## src/rtl/contadores_sincronos.sv

```systemverilog
// contadores_sincronos: free-running up, down and up/down bounce counters sharing clk and rst.
module contador_sincrono_crescente #(
  parameter int WIDTH = 4
) (
  input  logic             clk,
  input  logic             rst,
  output logic [WIDTH-1:0] q
);
  always_ff @(posedge clk) q <= rst ? '0 : q + 1'b1;
endmodule

module contador_sincrono_decrescente #(
  parameter int WIDTH = 4
) (
  input  logic             clk,
  input  logic             rst,
  output logic [WIDTH-1:0] q
);
  always_ff @(posedge clk) q <= rst ? '1 : q - 1'b1;
endmodule

module contador_sincrono #(
  parameter int WIDTH = 4
) (
  input  logic             clk,
  input  logic             rst,
  output logic [WIDTH-1:0] count,
  output logic             dir
);
  localparam logic [WIDTH-1:0] MAX = '1;
  // Turn around at both ends so MAX and 0 are each held for a single cycle.
  always_ff @(posedge clk)
    if (rst) begin
      count <= '0;
      dir   <= 1'b1;
    end else if (dir) begin
      count <= (count == MAX) ? MAX - 1'b1 : count + 1'b1;
      dir   <= count != MAX;
    end else begin
      count <= (count == '0) ? {{(WIDTH-1){1'b0}}, 1'b1} : count - 1'b1;
      dir   <= count == '0;
    end
endmodule

module contadores_sincronos #(
  parameter int WIDTH = 4
) (
  input  logic             clk,
  input  logic             rst,
  output logic [WIDTH-1:0] q_crescente,
  output logic [WIDTH-1:0] q_decrescente,
  output logic [WIDTH-1:0] count,
  output logic             dir_misto
);
  contador_sincrono_crescente #(.WIDTH(WIDTH)) u_crescente (
    .clk (clk),
    .rst (rst),
    .q   (q_crescente)
  );
  contador_sincrono_decrescente #(.WIDTH(WIDTH)) u_decrescente (
    .clk (clk),
    .rst (rst),
    .q   (q_decrescente)
  );
  contador_sincrono #(.WIDTH(WIDTH)) u_misto (
    .clk   (clk),
    .rst   (rst),
    .count (count),
    .dir   (dir_misto)
  );
endmodule

```

## config.mk

```make
export PLATFORM = sky130hd
export DESIGN_NAME = contadores_sincronos
export DESIGN_NICKNAME = d
export VERILOG_FILES = /design/src/rtl/contadores_sincronos.sv
export SDC_FILE = /design/constraint.sdc
export NUM_CORES = 1
export LEC_CHECK = 0
export ABC_AREA = 0
export CAP_MARGIN = 10
export CORE_MARGIN = 2
export CORE_UTILIZATION = 41
export DETAILED_ROUTE_END_ITERATION = 8
export PLACE_DENSITY = 0.68
export RECOVER_POWER = 100
export SYNTH_ARGS = -nofsm -noshare
export SYNTH_HDL_FRONTEND = slang
export SYNTH_SLANG_ARGS = --single-unit
```

## constraint.sdc

```tcl
create_clock -name clk -period 2.2 [get_ports clk]
set_input_delay 0.55 -clock clk [delete_from_list [all_inputs] [get_ports clk]]
set_output_delay 0.55 -clock clk [all_outputs]
set_load 0.01 [all_outputs]
```

# Yosys cells after proc, flatten, opt, wreduce, memory -nomap -nowiden
# Cells that the tools add are included.
[word_totals]
regBits = 13
latchBits = 0
mem_bits_rw = 0
romBits = 0
out_inout_bits = 13
elab_cells = 15
n_memories = 0
[op_classes]
add_sub_neg = 4
n_mul = 0
div_mod_pow = 0
magnitude_cmp = 0
eq_ne = 2
shift = 0
n_mux = 4
bitwise = 0
reduce_logical = 1
[op_table]
columns = ["op", "count"]
rows = [
  ["$mux 4", 3],
  ["$add 4x1->4 const B", 2],
  ["$sub 4x1->4 const B", 2],
  ["$eq 4x4->1 const B", 1],
  ["$logic_not 4->1", 1],
  ["$ne 4x4->1 const B", 1],
  ["$mux 1", 1],
]

# Depth between registers and ports, before layout
# Gate-level depths: netlist (run 1).
[depth]
depth_word = 3
ltp_mapped = 5

# Cells and area by module
# A second synthesis (run 1) with hierarchy kept.
[hier_totals]
cells_unflattened = 63
hier_area_um2 = 620.6
[by_module_without_submodules]
columns = ["module", "n_inst", "cells_per_inst", "area_per_inst_um2"]
rows = [
  ["contador_sincrono", 1, 36, 326.6],
  ["contador_sincrono_decrescente", 1, 14, 148.9],
  ["contador_sincrono_crescente", 1, 13, 145.1],
]

# Worst setup path before layout (run 1)
# OpenSTA, ideal clock, no wires.
[synth_timing]
path_kind = "register -> register"
start = "reg u_misto.count[0]"
end = "reg u_misto.count[2]"
setup_time_ps = 86
t_arrival_ps = 1315
required_ps = 2114
setup_slack_ps = 800
stages_incl_launch_ff = 6
n_path_buf = 0
synth_period_minus_slack_ps = 1400
path_cell_list = "dfxtp_1 inv_1 ha_1 nor2b_1 a31o_2 a211oi_1"
[synth_via]
elab_chain_cells = 3
word_cells_on_any_way = 7
[synth_rtl]
columns = ["item", "line_no", "source"]
rows = [
  ["start: declaration", "27", "output logic [WIDTH-1:0] count,"],
  ["start signal: assignment", "37", "count <= (count == MAX) ? MAX - 1'b1 : count + 1'b1;"],
  ["start signal: assignment", "40", "count <= (count == '0) ? {{(WIDTH-1){1'b0}}, 1'b1} : count - 1'b1;"],
  ["$sub 4x1->4 (tied with other cells)", "40", ""],
  ["$mux 4 (on tied branches)", "40, 37", ""],
  ["$mux 4 (*)", "36", "end else if (dir) begin"],
]
# Every way passes the cells marked *; elsewhere a longest branch is shown, timed or not.
# A chain may end at the register's enable or synchronous reset.

# Final worst setup path (run 1)
[layout_timing]
start = "reg u_misto.dir"
end = "out dir_misto"
[layout_lines]
columns = ["item", "line_no", "source"]
rows = [
  ["start: declaration", "28", "output logic dir"],
  ["start signal: assignment", "35", "dir <= 1'b1;"],
  ["start signal: assignment", "38", "dir <= count != MAX;"],
  ["start signal: assignment", "41", "dir <= count == '0;"],
  ["end: declaration", "53", "output logic dir_misto"],
]
# No word-level cell between the ends.

==> results of run 1 <==
==> stage by stage <==
stage               hold slack, ns  instance area (um^2)
floorplan                    0.438                   612
global placement             0.418                   751
detailed placement           0.416                   751
CTS                          0.433                   778
global route                 0.448                   778
finish                       0.429                   778
==> metal layers <==
metal | routed length (um) | track usage, % | vias to the layer above
li1 | - | - | 249
met1 | 518 | 18.3 | 217
met2 | 535 | 21.5 | 11
met3 | 62 | 7.76 | 2
met4 | 15 | 7.50 | 0
met5 | 0 | 0 | -
==> cell usage in the layout (no fill, tap or decap) <==
master          n
and2_1          1
ha_1            4
a21oi_1         3
xnor2_1         3
a21boi_0        1
dfxtp_1        13
nor3_1          2
nor2b_1         2
mux2_2          1
o21ai_0         1
nand3_1         2
a211oi_1        3
a31o_2          1
nand2_1         1
nor3b_1         1
xor2_1          1
a21o_2          1
dlygate4sd3_1  14
clkbuf_4        3
nand2b_1        5
a221oi_1        1
o31a_1          1
mux2i_1         2
inv_1           5
clkinv_2        1
o21bai_1        2
nor2_1          4
==> power groups by stage <==
stage / combinational [mW] / sequential (mW) / clock (mW)
global placement: 0.0999 / 0.279 / 0
global route: 0.105 / 0.277 / 0.164
floorplan: 0.0542 / 0.281 / 0
detailed placement: 0.101 / 0.281 / 0
CTS: 0.102 / 0.275 / 0.153
finish: 0.0938 / 0.273 / 0.148
==> state kept, by name (all words and copies together), names as in the netlist <==
signal and count:
u_misto.dir 1, u_crescente.q 4, u_misto.count 4, u_decrescente.q 4
==> worst min-delay path by stage <==
stage | end | slack, ns | depth (start not counted)
floorplan | u_decrescente.q[0] | 0.44 | 1
global placement | u_decrescente.q[0] | 0.42 | 1
detailed placement | u_decrescente.q[0] | 0.42 | 1
CTS | u_decrescente.q[0] | 0.43 | 1
global route | u_decrescente.q[0] | 0.45 | 1
finish | u_decrescente.q[0] | 0.43 | 1
==> area by class of cell <==
class | count | area (um^2) | area share (%)
repair buffers | 14 | 140 | 18.0
clock inverters | 1 | 5.00 | 0.643
multi-input cells | 43 | 313 | 40.2
clock buffers | 3 | 22.5 | 2.89
flip-flops and latches | 13 | 260 | 33.4
inverters | 5 | 18.8 | 2.41
well taps | 15 | 18.8 | 2.41
==> logic make-up after synthesis <==
family / share of synthesized area [%]
simple gates: 15.7
compound gates: 16.4
flops: 42.5
buf+inv: 6.34
xor+xnor: 5.73
fa+ha+maj: 8.18
mux: 5.11
==> impl_results.md, run 1 <==
- Switching pwr: 0.142 mW
- Terminus of the critical flop-to-flop path: u_misto.count[2]
- Die Area: 0.00182 mm^2
- R2R depth: 5
- YS warnings: 0
- Share of layout cells above drive strength 1: 8.86%
- Max-Cap Viols: 0
- DP Wirelength: 826 um
- Post-detailed-route DRC marker count: 0
- Remaining antenna violation count: 0
- Wire length per cell: 12.1 um
- Worst setup EP type: output pin
- Max H-tree Level: 1
- Initial core utilization: 45.3%
- Reg2reg setup slack: 0.73 ns
- Post-Syn Instances: 64
- DR iter-0 viols: 2
- Top Family by Delay on Critical Path: buffers and inverters
- CP max stage cell: dlygate4sd3_1
- CP Launch Type: flop
- Hold Buf Count CTS: 0
- WP buf/inv: 1
- Start of the worst register-to-register path: u_misto.count[0]
- Clock skew: 0.0112 ns
- Seq pwr share: 53.1%
- Seq/Total Area, Yosys: 42.5%
- Peak Freq: 485 MHz
- Critical Path, Cell by Cell: dlygate4sd3_1
- Via count: 479
- Synth cell count leaders: dfxtp_1 (13), inv_1 (5), nand2b_1 (5)
- Post-Route Utilization: 57.6%
- Hold WC Path Type: reg -> reg
- Status: complete, no violations
- Diodes inserted: 0
- Setup TNS: 0 ns
- Worst path depth: 1
- Pins Over Slew Limit: 0
- Final nets: 86
- Critical path arrival: 1.51 ns
- First-pass GRT wire length: 1980 um
- Leak: 0.334 nW
- Pwr Density: 661 mW/mm^2
- Placed cell count: 90
- IO Port Bufs: 14
- Mapped Area: 612 um^2
- Placeable Area: 0.00135 mm^2
- Antenna violations before repair: 0
- Critical path required time: 1.65 ns
- Routability Congestion: 0.752
- Count leader, synth: dfxtp_1
- CP max stage delay: 0.67 ns
- CTS tree: done
- Largest cells by area after synthesis: dfxtp_1 (43%), ha_1 (8.2%), nand2b_1 (5.1%)
- Final setup margin: 0.138 ns
- Worst Setup EP: dir_misto
- Vias/cell: 5.10
- CTS sink count: 13
- Mapped Nets: 70
- Critical Path Source: u_misto.dir
- Maximum fanout along the worst path: 12
- Area Overhead vs Synth: 27.2%
- WS Path Type: reg -> out
- RSZ-0062 raised after global routing: no
- WL final: 1130 um
- Setup bufs post-CTS: 0
- Asr flop ratio synth: 0%
- DRT Pass-1 Iters: 2
- EDFF count, synth: 0
- Finished Layout Cells: 94
- Yosys top cell area share: 42.5%
- Pre-CTS setup slack: 0.508 ns
- Slew margin rel.: 73.4%
- Fin crit share: 93.7%
- Clock buffer depth: 2
- Library cells used by synthesis: 27
- Peak supply drop: 0.000420 V
- Global route total overflow: 0
- Combinational power share: 18.2%
- Die W: 42.6 um
- Sw frac: 27.6%
- Hold_sp: u_decrescente.q[0]
- Slew @ Worst Pin: 0.397 ns
- Vias in the first global route: 451
- Clock transition at the registers of the reported paths: 0.08 ns
- Post-synth top flop: dfxtp_1
- TritonCTS buffer count: 3
- Die Ht: 42.6 um
- Clock Latency Late Sink: 0.29 ns
- CTS root buffer: clkbuf_4
- Synth area leader: dfxtp_1
- Minimum clock period: 2.06 ns
- # setup viols final: 0
- Total power: 0.515 mW
- Total global-route track usage: 15.0%
- Num rows: 13
- Synth Register Bits: 13
- Syn Area/Cell: 9.56 um^2
- I/O pin cnt: 15
- Clock Power Share: 28.7%
- Hold Fails Final Rpt: 0
- Pin count of the biggest net entering global routing: 14
- Total internal power: 0.373 mW
- # fillers: 133
- Post-cts resize count: 0
(Power assumes the default switching activity.)
==> run 2: changes to the inputs <==
--- a/config.mk
+++ b/config.mk
@@ -12,6 +12,8 @@
 export DETAILED_ROUTE_END_ITERATION = 8
 export PLACE_DENSITY = 0.68
 export RECOVER_POWER = 100
+export REMOVE_ABC_BUFFERS = 1
 export SYNTH_ARGS = -nofsm -noshare
 export SYNTH_HDL_FRONTEND = slang
 export SYNTH_SLANG_ARGS = --single-unit
+export TNS_END_PERCENT = 50
==> run 2 against run 1 <==
Compared with the run above:
- global-route usage fell by 1.6 points
- largest cell class unchanged
- worst setup slack improved by 0.052 ns
- highest routed layer is now met3
- fmax rose by 2.6%
- non-clock buffer count did not move
- final cell count did not move
- register-to-register slack barely moved
- clock power fell by 3%
- die area did not move
- largest power group unchanged
- total power fell by 0.90%
- first-iteration DRC count rose to 3.5 times the previous value
- sequential power barely moved
- cell area fell by 0.16%
- critical endpoint unchanged
==> impl_results.md, run 2 (synthesized netlist as in run 1, its figures left out) <==
- CP max stage delay: 0.66 ns
- Sw frac: 26.4%
- IO Port Bufs: 14
- CTS root buffer: clkbuf_4
- Clock Power Share: 28.1%
- Hold Fails Final Rpt: 0
- Combinational power share: 18.2%
- CP Launch Type: flop
- Pwr Density: 657 mW/mm^2
- Clock skew: 0.00879 ns
- Switching pwr: 0.135 mW
- Via count: 483
- Max H-tree Level: 1
- First-pass GRT wire length: 1780 um
- WS Path Type: reg -> out
- Fin crit share: 91.4%
- Critical Path, Cell by Cell: dlygate4sd3_1
- Hold WC Path Type: reg -> reg
- Num rows: 13
- WP buf/inv: 1
- CTS tree: done
- Peak Freq: 497 MHz
- CTS sink count: 13
- I/O pin cnt: 15
- Pins Over Slew Limit: 0
- Vias in the first global route: 413
- Most common cell after layout, fill and taps aside: dlygate4sd3_1
- Clock buffer depth: 2
- Wire length per cell: 11.1 um
- Minimum clock period: 2.01 ns
- DRT Pass-1 Iters: 4
- Routability Congestion: 0.725
- TritonCTS buffer count: 3
- WL final: 1040 um
- RSZ-0062 raised after global routing: no
- Leak: 0.331 nW
- Total power: 0.510 mW
- Post-cts resize count: 0
- Placeable Area: 0.00135 mm^2
- Setup bufs post-CTS: 0
- Slew margin rel.: 73.6%
- Post-detailed-route DRC marker count: 0
- Die Area: 0.00182 mm^2
- Critical path required time: 1.65 ns
- Die Ht: 42.6 um
- Max-Cap Viols: 0
- Top Family by Delay on Critical Path: buffers and inverters
- Total global-route track usage: 13.4%
- Clock Latency Late Sink: 0.27 ns
- Peak supply drop: 0.000313 V
- Remaining antenna violation count: 0
- Initial core utilization: 45.3%
- Antenna violations before repair: 0
- Most frequent cells in the layout: dlygate4sd3_1 (14), dfxtp_1 (13), inv_1 (5), nand2b_1 (5)
- Clock transition at the registers of the reported paths: 0.08 ns
- Share of layout cells above drive strength 1: 7.59%
- Setup TNS: 0 ns
- DP Wirelength: 765 um
- Diodes inserted: 0
- CP max stage cell: dlygate4sd3_1
- Critical path arrival: 1.46 ns
- Area Overhead vs Synth: 27.0%
- DR iter-0 viols: 7
- Status: complete, no violations
- Vias/cell: 5.14
- Global route total overflow: 0
- Worst setup EP type: output pin
- # setup viols final: 0
- Hold Buf Count CTS: 0
- Pin count of the biggest net entering global routing: 14
- Slew @ Worst Pin: 0.395 ns
- Seq pwr share: 53.7%
- Final nets: 86
- Total internal power: 0.375 mW
- Maximum fanout along the worst path: 12
- Die W: 42.6 um
- Biggest regs: u_crescente.q x4, u_decrescente.q x4, u_misto.count x4
run 2: worst paths after layout:
check	start	endpoint	slack, ns	depth (start not counted)
hold reg to reg	u_decrescente.q[0]	u_decrescente.q[0]	0.44	1
hold / removal	u_decrescente.q[0]	u_decrescente.q[0]	0.44	1
setup reg to reg	u_misto.count[0]	u_misto.count[2]	0.72	5
setup / recovery	u_misto.dir	dir_misto	0.19	1
run 2: final cells by class:
| type | instances | area, um^2 |
|---|---|---|
| fillers | 133 | 573 |
| multi-input cells | 43 | 313 |
| flip-flops and latches | 13 | 260 |
| repair buffers | 14 | 140 |
| clock buffers | 4 | 26.3 |
| inverters | 5 | 18.8 |
| well taps | 15 | 18.8 |
run 2: metrics by stage:
stage	hold slack [ns]	cell area, um^2	std cells	utilization, %	setup slack (ns)
final	0.436	777	94	57.6	0.190
after global routing	0.457	777	94	57.6	0.103
after CTS	0.438	777	94	57.6	0.229
after detailed placement	0.418	751	90	55.6	0.533
after global placement	0.417	751	90	55.6	0.532
after floorplan	0.438	592	61	-	0.786
run 2: power by group through the flow:
stage	Clock, mW	Sequential [mW]	Combinational, mW
floorplan	0	0.284	0.0485
global placement	0	0.279	0.0990
detailed placement	0	0.280	0.100
CTS	0.152	0.275	0.101
global route	0.162	0.279	0.105
finish	0.143	0.274	0.0929
run 2: per-layer routing:
metal	global-route usage (%)	vias to the layer above	wire [um]	share of wire, %
met1	16.8	225	521	50
met2	19.1	8	473	46
li1	-	250	-	-
met5	0	-	0	0
met4	7.50	0	0	0
met3	5.60	0	44	4.2
==> run 3: changes to the inputs <==
--- a/config.mk
+++ b/config.mk
@@ -7,7 +7,7 @@
 export LEC_CHECK = 0
 export ABC_AREA = 0
 export CAP_MARGIN = 10
-export CORE_MARGIN = 2
+export CORE_MARGIN = 1
 export CORE_UTILIZATION = 41
 export DETAILED_ROUTE_END_ITERATION = 8
 export PLACE_DENSITY = 0.68
==> run 3 against run 2 <==
Compared with the run above:
- sequential power barely moved
- sequential cell count did not move
- worst hold slack barely moved
- combinational power fell by 1%
- critical path depth did not move
- die area fell by 9.2%
- cell area rose by 0.16%
- utilization rose by 0.093 points
- global-route usage rose by 3.3 points
- fmax fell by 0.23%
- final cell count did not move
- critical path type unchanged
- critical endpoint unchanged
- largest cell class unchanged
- largest power group unchanged
==> impl_results.md, run 3 (synthesized netlist as in run 1, its figures left out) <==
- # setup viols final: 0
- Minimum clock period: 2.02 ns
- Critical Path, Cell by Cell: dlygate4sd3_1
- R2R depth: 5
- Wire length per cell: 10.6 um
- Hold_sp: u_decrescente.q[0]
- Critical Path Source: u_misto.dir
- Slew margin rel.: 71.7%
- Diodes inserted: 0
- Multi-input gate area: 313 um^2
- WL final: 1000 um
- Initial core utilization: 45.3%
- Vias/cell: 4.89
- Max-Cap Viols: 0
- CTS tree: done
- Pin count of the biggest net entering global routing: 14
- CP max stage delay: 0.66 ns
- Worst path depth: 1
- Total global-route track usage: 16.8%
- Slew @ Worst Pin: 0.423 ns
- Antenna violations before repair: 0
- Hold WC Path Type: reg -> reg
- Biggest regs: u_crescente.q x4, u_decrescente.q x4, u_misto.count x4
- Critical path required time: 1.65 ns
- DRT Pass-1 Iters: 3
- Remaining antenna violation count: 0
- Post-detailed-route DRC marker count: 0
- Setup TNS: 0 ns
- Hold Buf Count CTS: 0
- Pre-CTS setup slack: 0.522 ns
- RSZ-0062 raised after global routing: no
- Pins Over Slew Limit: 0
- CTS sink count: 13
- Num rows: 13
- Max H-tree Level: 1
- DR iter-0 viols: 5
- IO Port Bufs: 14
- CTS root buffer: clkbuf_4
- Die W: 40.6 um
- Register area: 260 um^2
- Share of layout cells above drive strength 1: 8.86%
- Clock buffer depth: 2
- Hold Fails Final Rpt: 0
- Total power: 0.508 mW
- Die Area: 0.00165 mm^2
- Peak supply drop: 0.000423 V
- TritonCTS buffer count: 3
- Critical path arrival: 1.47 ns
- Die Ht: 40.6 um
- Status: complete, no violations
- Leak: 0.334 nW
- Global route total overflow: 0
- CP max stage cell: dlygate4sd3_1
- Hold depth: 1
- I/O pin cnt: 15
- # fillers: 128
- WP buf/inv: 1
- Clock Latency Late Sink: 0.27 ns
- Via count: 460
- Cell Area, Placed: 751 um^2
- Final setup margin: 0.185 ns
- Vias in the first global route: 375
- Pwr Density: 653 mW/mm^2
- Routability Congestion: 0.672
- Design Area, Final: 778 um^2
- Fin Hold WS: 0.436 ns
- Clock transition at the registers of the reported paths: 0.08 ns
- Final nets: 86
- Area Overhead vs Synth: 27.2%
- Worst setup EP type: output pin
- Top Family by Delay on Critical Path: buffers and inverters
- First-pass GRT wire length: 1640 um
- WS Path Type: reg -> out
- Placeable Area: 0.00135 mm^2
- Maximum fanout along the worst path: 12
- Setup bufs post-CTS: 0
- Most frequent cells in the layout: dlygate4sd3_1 (14), dfxtp_1 (13), inv_1 (5), nand2b_1 (5)
- Fin crit share: 91.6%
- Most common cell after layout, fill and taps aside: dlygate4sd3_1
- DP Wirelength: 729 um
- Peak Freq: 496 MHz
- Post-cts resize count: 0
- CP Launch Type: flop
- Clock skew: 0.00268 ns
- Start of the worst register-to-register path: u_misto.count[0]
-- run 3: cell types whose count changed in the layout (fill, tap and decap cells not counted) --
cell,change
clkbuf_1,-1
clkinv_2,+1
-- run 3: layer usage --
metal,vias to the layer above,track usage [%],routed length [um]
li1,247,-,-
met4,0,12.5,12
met3,2,9.78,60
met2,10,21.4,414
met5,-,0,0
met1,201,20.2,513
-- run 3: where the power goes --
| part | internal [mW] | switching (mW) | leakage [nW] |
|---|---|---|---|
| logic | 0.0530 | 0.0388 | 0.209 |
| registers | 0.252 | 0.0211 | 0.107 |
| clock network | 0.0673 | 0.0759 | 0.0177 |
| total | 0.372 | 0.136 | 0.334 |
-- run 3: worst paths after layout --
check,to,slack [ns]
setup / recovery,dir_misto,0.18
hold / removal,u_decrescente.q[0],0.44
setup reg to reg,u_misto.count[2],0.73
hold reg to reg,u_decrescente.q[0],0.44
-- run 3: cell type report --
cell class / instances / area share (%)
Clock inverter: 1 / 0.643
Multi-Input combinational cell: 43 / 40.2
Tap cell: 15 / 2.41
Sequential cell: 13 / 33.4
Inverter: 5 / 2.41
Timing Repair Buffer: 14 / 18.0
Clock buffer: 3 / 2.89
-- run 3: metrics by stage --
stage	std cells	util, %
final	94	57.6
after CTS	94	57.6
after detailed placement	90	55.6
after floorplan	61	-
after global placement	90	55.6
after global routing	94	57.6
